**src/rtl/i2c_slave_resp.sv**
```systemverilog
`timescale 1ns/1ps
`default_nettype none
// ============================================================================
// Module   : i2c_slave_resp
// Brief    : I2C slave with an 8-entry register file and an auto-increment pointer.
// Revision : 1.0
// ============================================================================
module i2c_slave_resp #(
    parameter logic [6:0] SLV_ADDR = 7'h50,
    parameter logic [7:0] RST_VAL  = 8'h00
) (
    input  logic       wb_clk_i,
    input  logic       arst_i,
    input  logic       scl_pad_i,
    input  logic       sda_pad_i,
    output logic       sda_pad_o,
    output logic       sda_padoen_o,
    input  logic [2:0] reg_adr_i,
    output logic [7:0] reg_dat_o,
    output logic       wr_stb_o,
    output logic [2:0] wr_adr_o,
    output logic       busy_o
);

    typedef enum logic [3:0] {
        S_IDLE      = 4'd0,
        S_ADDR      = 4'd1,
        S_ADDR_ACK  = 4'd2,
        S_PTR       = 4'd3,
        S_PTR_ACK   = 4'd4,
        S_WDATA     = 4'd5,
        S_WDATA_ACK = 4'd6,
        S_RDATA     = 4'd7,
        S_RACK_CHK  = 4'd8
    } state_t;

    localparam logic [3:0] c_BYTE_BITS = 4'd8;

    logic       r_scl_meta, r_scl_sync, r_scl_prev;
    logic       r_sda_meta, r_sda_sync, r_sda_prev;
    state_t     r_state, w_state_nxt;
    logic [3:0] r_cnt, w_cnt_nxt;
    logic [7:0] r_shift, w_shift_nxt;
    logic [2:0] r_ptr, w_ptr_nxt;
    logic       r_oen, w_oen_nxt;
    logic       r_busy, w_busy_nxt;
    logic       r_wr_stb;
    logic [2:0] r_wr_adr;
    logic       w_wr_en;
    logic [7:0] r_regs [8];

    logic       w_scl_rise, w_scl_fall, w_start, w_stop, w_byte_done;
    logic [2:0] w_ptr_inc;
    logic [7:0] w_cur_byte, w_next_byte;

    assign w_scl_rise  = r_scl_sync & ~r_scl_prev;
    assign w_scl_fall  = ~r_scl_sync & r_scl_prev;
    assign w_start     = r_scl_sync & r_scl_prev & r_sda_prev & ~r_sda_sync;
    assign w_stop      = r_scl_sync & r_scl_prev & ~r_sda_prev & r_sda_sync;
    assign w_byte_done = w_scl_fall && (r_cnt == c_BYTE_BITS);
    assign w_ptr_inc   = r_ptr + 3'd1;
    assign w_cur_byte  = r_regs[r_ptr];
    assign w_next_byte = r_regs[w_ptr_inc];

    assign sda_pad_o    = 1'b0;
    assign sda_padoen_o = r_oen;
    assign reg_dat_o    = r_regs[reg_adr_i];
    assign wr_stb_o     = r_wr_stb;
    assign wr_adr_o     = r_wr_adr;
    assign busy_o       = r_busy;

    // Lines idle high, so the synchronizer resets to 1 to avoid false START/STOP.
    always_ff @(posedge wb_clk_i or posedge arst_i) begin
        if (arst_i) begin
            r_scl_meta <= 1'b1;
            r_scl_sync <= 1'b1;
            r_scl_prev <= 1'b1;
            r_sda_meta <= 1'b1;
            r_sda_sync <= 1'b1;
            r_sda_prev <= 1'b1;
        end else begin
            r_scl_meta <= scl_pad_i;
            r_scl_sync <= r_scl_meta;
            r_scl_prev <= r_scl_sync;
            r_sda_meta <= sda_pad_i;
            r_sda_sync <= r_sda_meta;
            r_sda_prev <= r_sda_sync;
        end
    end

    always_ff @(posedge wb_clk_i or posedge arst_i) begin
        if (arst_i) begin
            r_state  <= S_IDLE;
            r_cnt    <= '0;
            r_shift  <= '0;
            r_ptr    <= '0;
            r_oen    <= 1'b1;
            r_busy   <= 1'b0;
            r_wr_stb <= 1'b0;
            r_wr_adr <= '0;
            for (int i = 0; i < 8; i++) r_regs[i] <= RST_VAL;
        end else begin
            r_state  <= w_state_nxt;
            r_cnt    <= w_cnt_nxt;
            r_shift  <= w_shift_nxt;
            r_ptr    <= w_ptr_nxt;
            r_oen    <= w_oen_nxt;
            r_busy   <= w_busy_nxt;
            r_wr_stb <= w_wr_en;
            if (w_wr_en) begin
                r_wr_adr       <= r_ptr;
                r_regs[r_ptr]  <= r_shift;
            end
        end
    end

    // SDA drive changes happen only on SCL falling edges; START/STOP only release it.
    always_comb begin
        w_state_nxt = r_state;
        w_cnt_nxt   = r_cnt;
        w_shift_nxt = r_shift;
        w_ptr_nxt   = r_ptr;
        w_oen_nxt   = r_oen;
        w_busy_nxt  = r_busy;
        w_wr_en     = 1'b0;
        if (w_stop) begin
            w_state_nxt = S_IDLE;
            w_oen_nxt   = 1'b1;
            w_busy_nxt  = 1'b0;
        end else if (w_start) begin
            w_state_nxt = S_ADDR;
            w_cnt_nxt   = '0;
            w_oen_nxt   = 1'b1;
        end else begin
            if ((r_state == S_ADDR || r_state == S_PTR || r_state == S_WDATA) &&
                w_scl_rise && (r_cnt != c_BYTE_BITS)) begin
                w_shift_nxt = {r_shift[6:0], r_sda_sync};
                w_cnt_nxt   = r_cnt + 4'd1;
            end
            case (r_state)
                S_IDLE: ;
                S_ADDR: begin
                    if (w_byte_done) begin
                        w_cnt_nxt = '0;
                        if (r_shift[7:1] == SLV_ADDR) begin
                            w_state_nxt = S_ADDR_ACK;
                            w_oen_nxt   = 1'b0;
                            w_busy_nxt  = 1'b1;
                        end else begin
                            w_state_nxt = S_IDLE;
                        end
                    end
                end
                S_ADDR_ACK: begin
                    if (w_scl_fall) begin
                        if (r_shift[0]) begin
                            w_state_nxt = S_RDATA;
                            w_shift_nxt = w_cur_byte;
                            w_oen_nxt   = w_cur_byte[7];
                            w_cnt_nxt   = 4'd1;
                        end else begin
                            w_state_nxt = S_PTR;
                            w_oen_nxt   = 1'b1;
                            w_cnt_nxt   = '0;
                        end
                    end
                end
                S_PTR: begin
                    if (w_byte_done) begin
                        w_ptr_nxt   = r_shift[2:0];
                        w_state_nxt = S_PTR_ACK;
                        w_oen_nxt   = 1'b0;
                        w_cnt_nxt   = '0;
                    end
                end
                S_PTR_ACK: begin
                    if (w_scl_fall) begin
                        w_state_nxt = S_WDATA;
                        w_oen_nxt   = 1'b1;
                    end
                end
                S_WDATA: begin
                    if (w_byte_done) begin
                        w_wr_en     = 1'b1;
                        w_state_nxt = S_WDATA_ACK;
                        w_oen_nxt   = 1'b0;
                        w_cnt_nxt   = '0;
                    end
                end
                S_WDATA_ACK: begin
                    if (w_scl_fall) begin
                        w_ptr_nxt   = w_ptr_inc;
                        w_state_nxt = S_WDATA;
                        w_oen_nxt   = 1'b1;
                    end
                end
                S_RDATA: begin
                    if (w_scl_fall) begin
                        if (r_cnt == c_BYTE_BITS) begin
                            w_state_nxt = S_RACK_CHK;
                            w_oen_nxt   = 1'b1;
                            w_cnt_nxt   = '0;
                        end else begin
                            w_shift_nxt = {r_shift[6:0], 1'b0};
                            w_oen_nxt   = r_shift[6];
                            w_cnt_nxt   = r_cnt + 4'd1;
                        end
                    end
                end
                S_RACK_CHK: begin
                    // Master ACK/NACK is parked in shift[0] until the closing SCL fall.
                    if (w_scl_rise) begin
                        w_shift_nxt = {7'd0, r_sda_sync};
                    end else if (w_scl_fall) begin
                        if (!r_shift[0]) begin
                            w_ptr_nxt   = w_ptr_inc;
                            w_shift_nxt = w_next_byte;
                            w_oen_nxt   = w_next_byte[7];
                            w_cnt_nxt   = 4'd1;
                            w_state_nxt = S_RDATA;
                        end else begin
                            w_state_nxt = S_IDLE;
                            w_oen_nxt   = 1'b1;
                        end
                    end
                end
                default: begin
                    w_state_nxt = S_IDLE;
                    w_oen_nxt   = 1'b1;
                end
            endcase
        end
    end

endmodule
`default_nettype wire

```
**config.mk**
```make
export PLATFORM = sky130hd
export DESIGN_NAME = i2c_slave_resp
export DESIGN_NICKNAME = d
export VERILOG_FILES = /design/src/rtl/i2c_slave_resp.sv
export SDC_FILE = /design/constraint.sdc
export NUM_CORES = 1
export LEC_CHECK = 0
export CORE_ASPECT_RATIO = 1.5
export CORE_MARGIN = 1
export CORE_UTILIZATION = 50
export CTS_CLUSTER_SIZE = 24
export DETAILED_ROUTE_END_ITERATION = 10
export PLACE_DENSITY = 0.69
export SETUP_SLACK_MARGIN = 0.1
export SLEW_MARGIN = 20
export SYNTH_ARGS = -nofsm -noshare
export SYNTH_HDL_FRONTEND = slang
export SYNTH_SLANG_ARGS = --single-unit
```
**constraint.sdc**
```tcl
create_clock -name wb_clk_i -period 6.5 [get_ports wb_clk_i]
set_input_delay 1.3 -clock wb_clk_i [delete_from_list [all_inputs] [get_ports wb_clk_i]]
set_output_delay 1.3 -clock wb_clk_i [all_outputs]
set_load 0.005 [all_outputs]
```
# Word level (Yosys, flattened, before mapping)
# Index checks and enable logic that the tools add are counted.
[word_totals] latch_bits=0 word_cells=168 ram_bits=0 mem_count=0 out_inout_bits=15 romBits=0 ff_bits=95 inputBits=7
[classes] addsub=2 div=0 n_reduce_logical=19 n_shift=0 eq_ne=29 mul=0 bitwise_logic=16 muxes=76 order_cmp=4
[op_table] operator="$mux 8" count=15
[op_table] operator="$mux 4" count=20
[op_table] operator="$bmux 8 s3" count=3
[op_table] operator="$bwmux 64" count=1
[op_table] operator="$ne 4x4->1 const B" count=9
[op_table] operator="$pmux 4 s8" count=1
[op_table] operator="$demux 8 s3" count=1
[op_table] operator="$pmux 8 s3" count=1
[op_table] operator="$mux 1" count=23
[op_table] operator="$mux 3" count=7
[op_table] operator="$eq 4x3->1 const B" count=4
[op_table] operator="$pmux 4 s4" count=1
[op_table] operator="$ge 4x4->1 const B" count=3
[op_table] operator="$not 3->4" count=3
[op_table] operator="$ne 2x2->1 const B" count=5
[op_table] operator="$reduce_and 10->1" count=1
[op_table] operator="$pmux 3 s3" count=1
[op_table] operator="$reduce_and 9->1" count=1
[op_table] operator="$eq 4x2->1 const B" count=2
[op_table] operator="$eq 4x4->1 const B" count=2
[op_table] operator="$ne 4x1->1 const B" count=2
[op_table] operator="$reduce_and 8->1" count=1
[op_table] operator="$and 1x1->1" count=7
[op_table] operator="$eq 7x7->1 const B" count=1
[op_table] operator="19 further kinds" count=31

# Logic depth before layout (Yosys ltp)
[logic_depth] depth_word=11 depth_mapped=10

# Worst setup path before layout
# OpenSTA, ideal clock, no wires.
[synth_timing] path_kind="input to output" startpoint="in reg_adr_i[0]" endpoint="out reg_dat_o[0]" t_arrival_ns=2.785 required_time_ns=5.200 setup_slack_ns=2.415 path_buffers=2 stages=4 cell_sequence="clkbuf_1 buf_2 mux4_2 mux2_2"
[synth_via] elab_chain_cells=4
[synth_lines] item="start: declaration" line="18" text="input logic [2:0] reg_adr_i,"
[synth_lines] item="$not 3->4 (not written as such)" line="67" text="assign reg_dat_o = r_regs[reg_adr_i];"
[synth_lines] item="$bmux 8 s3" line="67"
[synth_lines] item="$mux 8 (not written as such) (2 in a row)" line="67"
[synth_lines] item="end: declaration" line="19" text="output logic [7:0] reg_dat_o,"
# Every way passes these cells. The select of a mux whose other input is x is not followed.

# Worst setup path after layout
[layout_timing] startpoint="in reg_adr_i[1]" endpoint="out reg_dat_o[4]"
# The elaborated chain is that of the path after synthesis.

==> reports/metrics.csv <==
stage,metric,value,unit
run_status,status,"complete, no violations",
worst_hold_path,holdCritPathClass,reg -> reg,
sta,worst_pin_slew,0.898,ns
synth,async_flop_share,100,%
synth,synth_sequential_area_ratio,38.0,%
floorplanning,fp.dieArea,13000,um2
clocking,ctsHoldBuffers,0,
floorplanning,coreArea,12100,um2
global_routing,grt_pass1_vias,4631,
synth,synthesis.area,6280,um2
drt,wl_per_cell,23.0,um
finish,final_core_util,56.2,%
synth,syn_avg_cell_area,12.1,um2
finish,syn_to_final_growth,8.56,%
drt,viasPerCell,6.67,
finish,drive_above_1_share,33.1,%
drt,totalWireLength,15.4,mm
finish,nets,524,
critical_path,crit_type,in -> out,
synth,yosysUniqueCellTypes,69,
clocking,path_clk_slew,0.06,ns
sta,rsz0062_at_grt,no,
pwr,power,0.00139,W
clocking,cts-htree-levels,3,
clocking,cts_tree,done,
sta,tns,0,ns
drt,dr.first_iter.drc_count,259,
global_routing,antenna_found_initial,0,
drt,drcViolationCount,0,
synth,yosys_most_used_dff,dfrtp_1,
placement,dp.cells,656,
synth,synth_edf_count,0,
placement,placed_area,6530,um2
pwr,power.density,204,nW/um2
finish,ff_latch_area,2390,um2
clocking,cts_resized,0,
clocking,cts.path.max_buffers,2,
synth,syn-num-nets,530,
floorplanning,start_util,51.8,%
sta,fmax,0.208,GHz
clocking,postCtsSetupRepairBufs,0,
synth,synthCells,520,
critical_path,end_kind,primary output,
finish,multi_input_comb_area,3660,um2
global_routing,grt_overflow,0,
finish,n_antenna_cell,0,
sta,hold_viol,0,
critical_path,reg2reg_slack,3.17,ns
critical_path,worstPathRequired,5.20,ns
finish,stdcell_count,672,
placement,place_hpwl,10.5,mm
floorplanning,dieWidth,93.5,um
finish,fin_area,6820,um2
floorplanning,ios,22,
sta,fin_crit_sh,74.0,%
pwr,power.leakage,3.10,nW
critical_path,crit_arrival,3.51,ns
clocking,cts-buffers-inserted,9,
clocking,clock-sinks,95,
placement,numPortBuffers,20,
global_routing,track_usage,25.5,%
clocking,clock_latency,0.34,ns
sta,slew_headroom,40.1,%
global_routing,grt_pass1_wl,25.5,mm
drt,antenna_left,0,
synth,synth_warnings,0,
synth,ys_ff_latch,95,
sta,finalSetupViolations,0,
placement,gp_congestion,0.895,
pwr,peakVddDrop,0.000144,V
clocking,ctsRootBufferMaster,clkbuf_16,
sta,drv_slew,0,
sta,fin_crit,4.81,ns
global_routing,grt_max_degree,64,
sta,worst_clock_skew,0.00802,ns
critical_path,critPathLaunchType,input pin,
finish,final.fill_count,1017,
drt,drt_pass1_iterations,5,
drt,vias,4479,
floorplanning,die_y,139,um
critical_path,crit_fanout,11,
run,maxCapViolCount,0,
floorplanning,rows,49,
power by group:
part | leakage (nW) | internal [W] | switching, W
logic | 1.66 | 0.0000712 | 0.0000849
registers | 1.29 | 0.000616 | 0.0000972
clock network | 0.149 | 0.000292 | 0.000230
total | 3.10 | 0.000979 | 0.000412
critical path: stages:
cell and delay, ns:
clkdlybuf4s50_1 0.89, buf_4 0.28, mux4_2 0.31, mux2_2 0.28, clkdlybuf4s50_1 0.44
worst paths after layout:
path                         startpoint      endpoint  cells past startpoint
setup / recovery           reg_adr_i[1]  reg_dat_o[4]                      5
hold / removal               r_sda_meta    r_sda_sync                      0
hold reg to reg              r_sda_meta    r_sda_sync                      0
max in group asynchronous        arst_i    r_shift[2]                      3
setup reg to reg             r_state[0]    r_regs[13]                      6
min in group asynchronous        arst_i    r_shift[0]                      2
registers in the layout, summed over array words and instances, names as in the netlist:
register      flops
r_regs           64
r_shift           8
r_cnt             4
r_state           4
r_ptr             3
wr_adr_o          3
busy_o            1
r_scl_meta        1
r_scl_prev        1
r_scl_sync        1
r_sda_meta        1
r_sda_prev        1
r_sda_sync        1
sda_padoen_o      1
wr_stb_o          1
synthesized netlist by cell type, types with 3 or more instances:
master	number	area share, %
nor2b_1	7	0.70
a21o_1	5	0.60
buf_1	3	0.18
a21oi_1	18	1.4
ha_1	3	0.60
mux2i_1	26	4.1
nor3_1	3	0.24
and3b_1	3	0.42
mux2_2	54	9.7
nor3b_1	5	0.60
nor4_1	5	0.50
clkbuf_1	23	1.4
nand3b_1	4	0.48
o221ai_1	8	1.1
nand3_1	8	0.64
and3_1	3	0.30
dfstp_2	7	2.9
nand2_1	28	1.7
o31ai_1	3	0.36
a31oi_1	5	0.50
a211oi_1	4	0.48
inv_1	6	0.36
nand2b_1	7	0.70
buf_4	5	0.60
dfrtp_1	88	35
buf_2	13	1.0
nor2_8	3	0.96
mux4_2	42	15
mux2_4	24	5.7
nor2_1	28	1.7
o21ai_0	28	2.2
o22ai_1	6	0.60
logic make-up after synthesis:
kind of cell	count (synthesis)	synth area share [%]
mux	147	34.8
simple gates	124	12.5
compound gates	95	9.76
flops	95	38.0
buf+inv	52	3.78
fa+ha+maj	3	0.597
xor+xnor	3	0.538
other cells	1	0.0597
stage by stage:
stage,hold WS [ns],setup WS [ns]
2_1_floorplan,0.345,2.42
3_3_place_gp,0.350,1.74
3_5_place_dp,0.347,1.71
4_1_cts,0.357,1.70
5_1_grt,0.361,1.63
6_report,0.355,1.69
cells in the final DEF (no fill, tap or decap), types with 3 or more instances in the layout:
| cell type | instances |
|---|---|
| clkdlybuf4s50_1 | 20 |
| inv_1 | 5 |
| nor2b_1 | 7 |
| nor3b_1 | 5 |
| clkbuf_16 | 9 |
| dfstp_2 | 7 |
| buf_4 | 8 |
| nor2_8 | 3 |
| nor2_1 | 28 |
| clkbuf_8 | 3 |
| a211oi_1 | 4 |
| and3_1 | 3 |
| dfrtp_1 | 87 |
| ha_1 | 3 |
| mux4_2 | 42 |
| a21o_1 | 5 |
| o22ai_1 | 6 |
| nand2_1 | 28 |
| o21ai_0 | 28 |
| and3b_1 | 3 |
| o221ai_1 | 8 |
| nand3_1 | 8 |
| mux2i_1 | 26 |
| a31oi_1 | 5 |
| nor4_1 | 5 |
| o31ai_1 | 3 |
| nand3b_1 | 4 |
| mux2_4 | 24 |
| nand2b_1 | 7 |
| nor3_1 | 3 |
| mux2_2 | 54 |
| a21oi_1 | 18 |
routing by layer:
metal  global-route usage (%)  vias up  routed length, um
met4                     10.9        0                520
li1                         -     1974                  -
met1                     31.9     2312               6340
met3                     3.66       40                624
met5                        0        -                  0
met2                     43.7      153               7950
area by class of cell:
class                   count  area share [%]
multi-input cells         373            53.7
flip-flops and latches     95            35.0
clock buffers              12            3.91
repair buffers             28            3.82
well taps                 153            2.81
inverters                   7           0.422
clock inverters             4           0.404
Power figures use the tool's default switching activity.
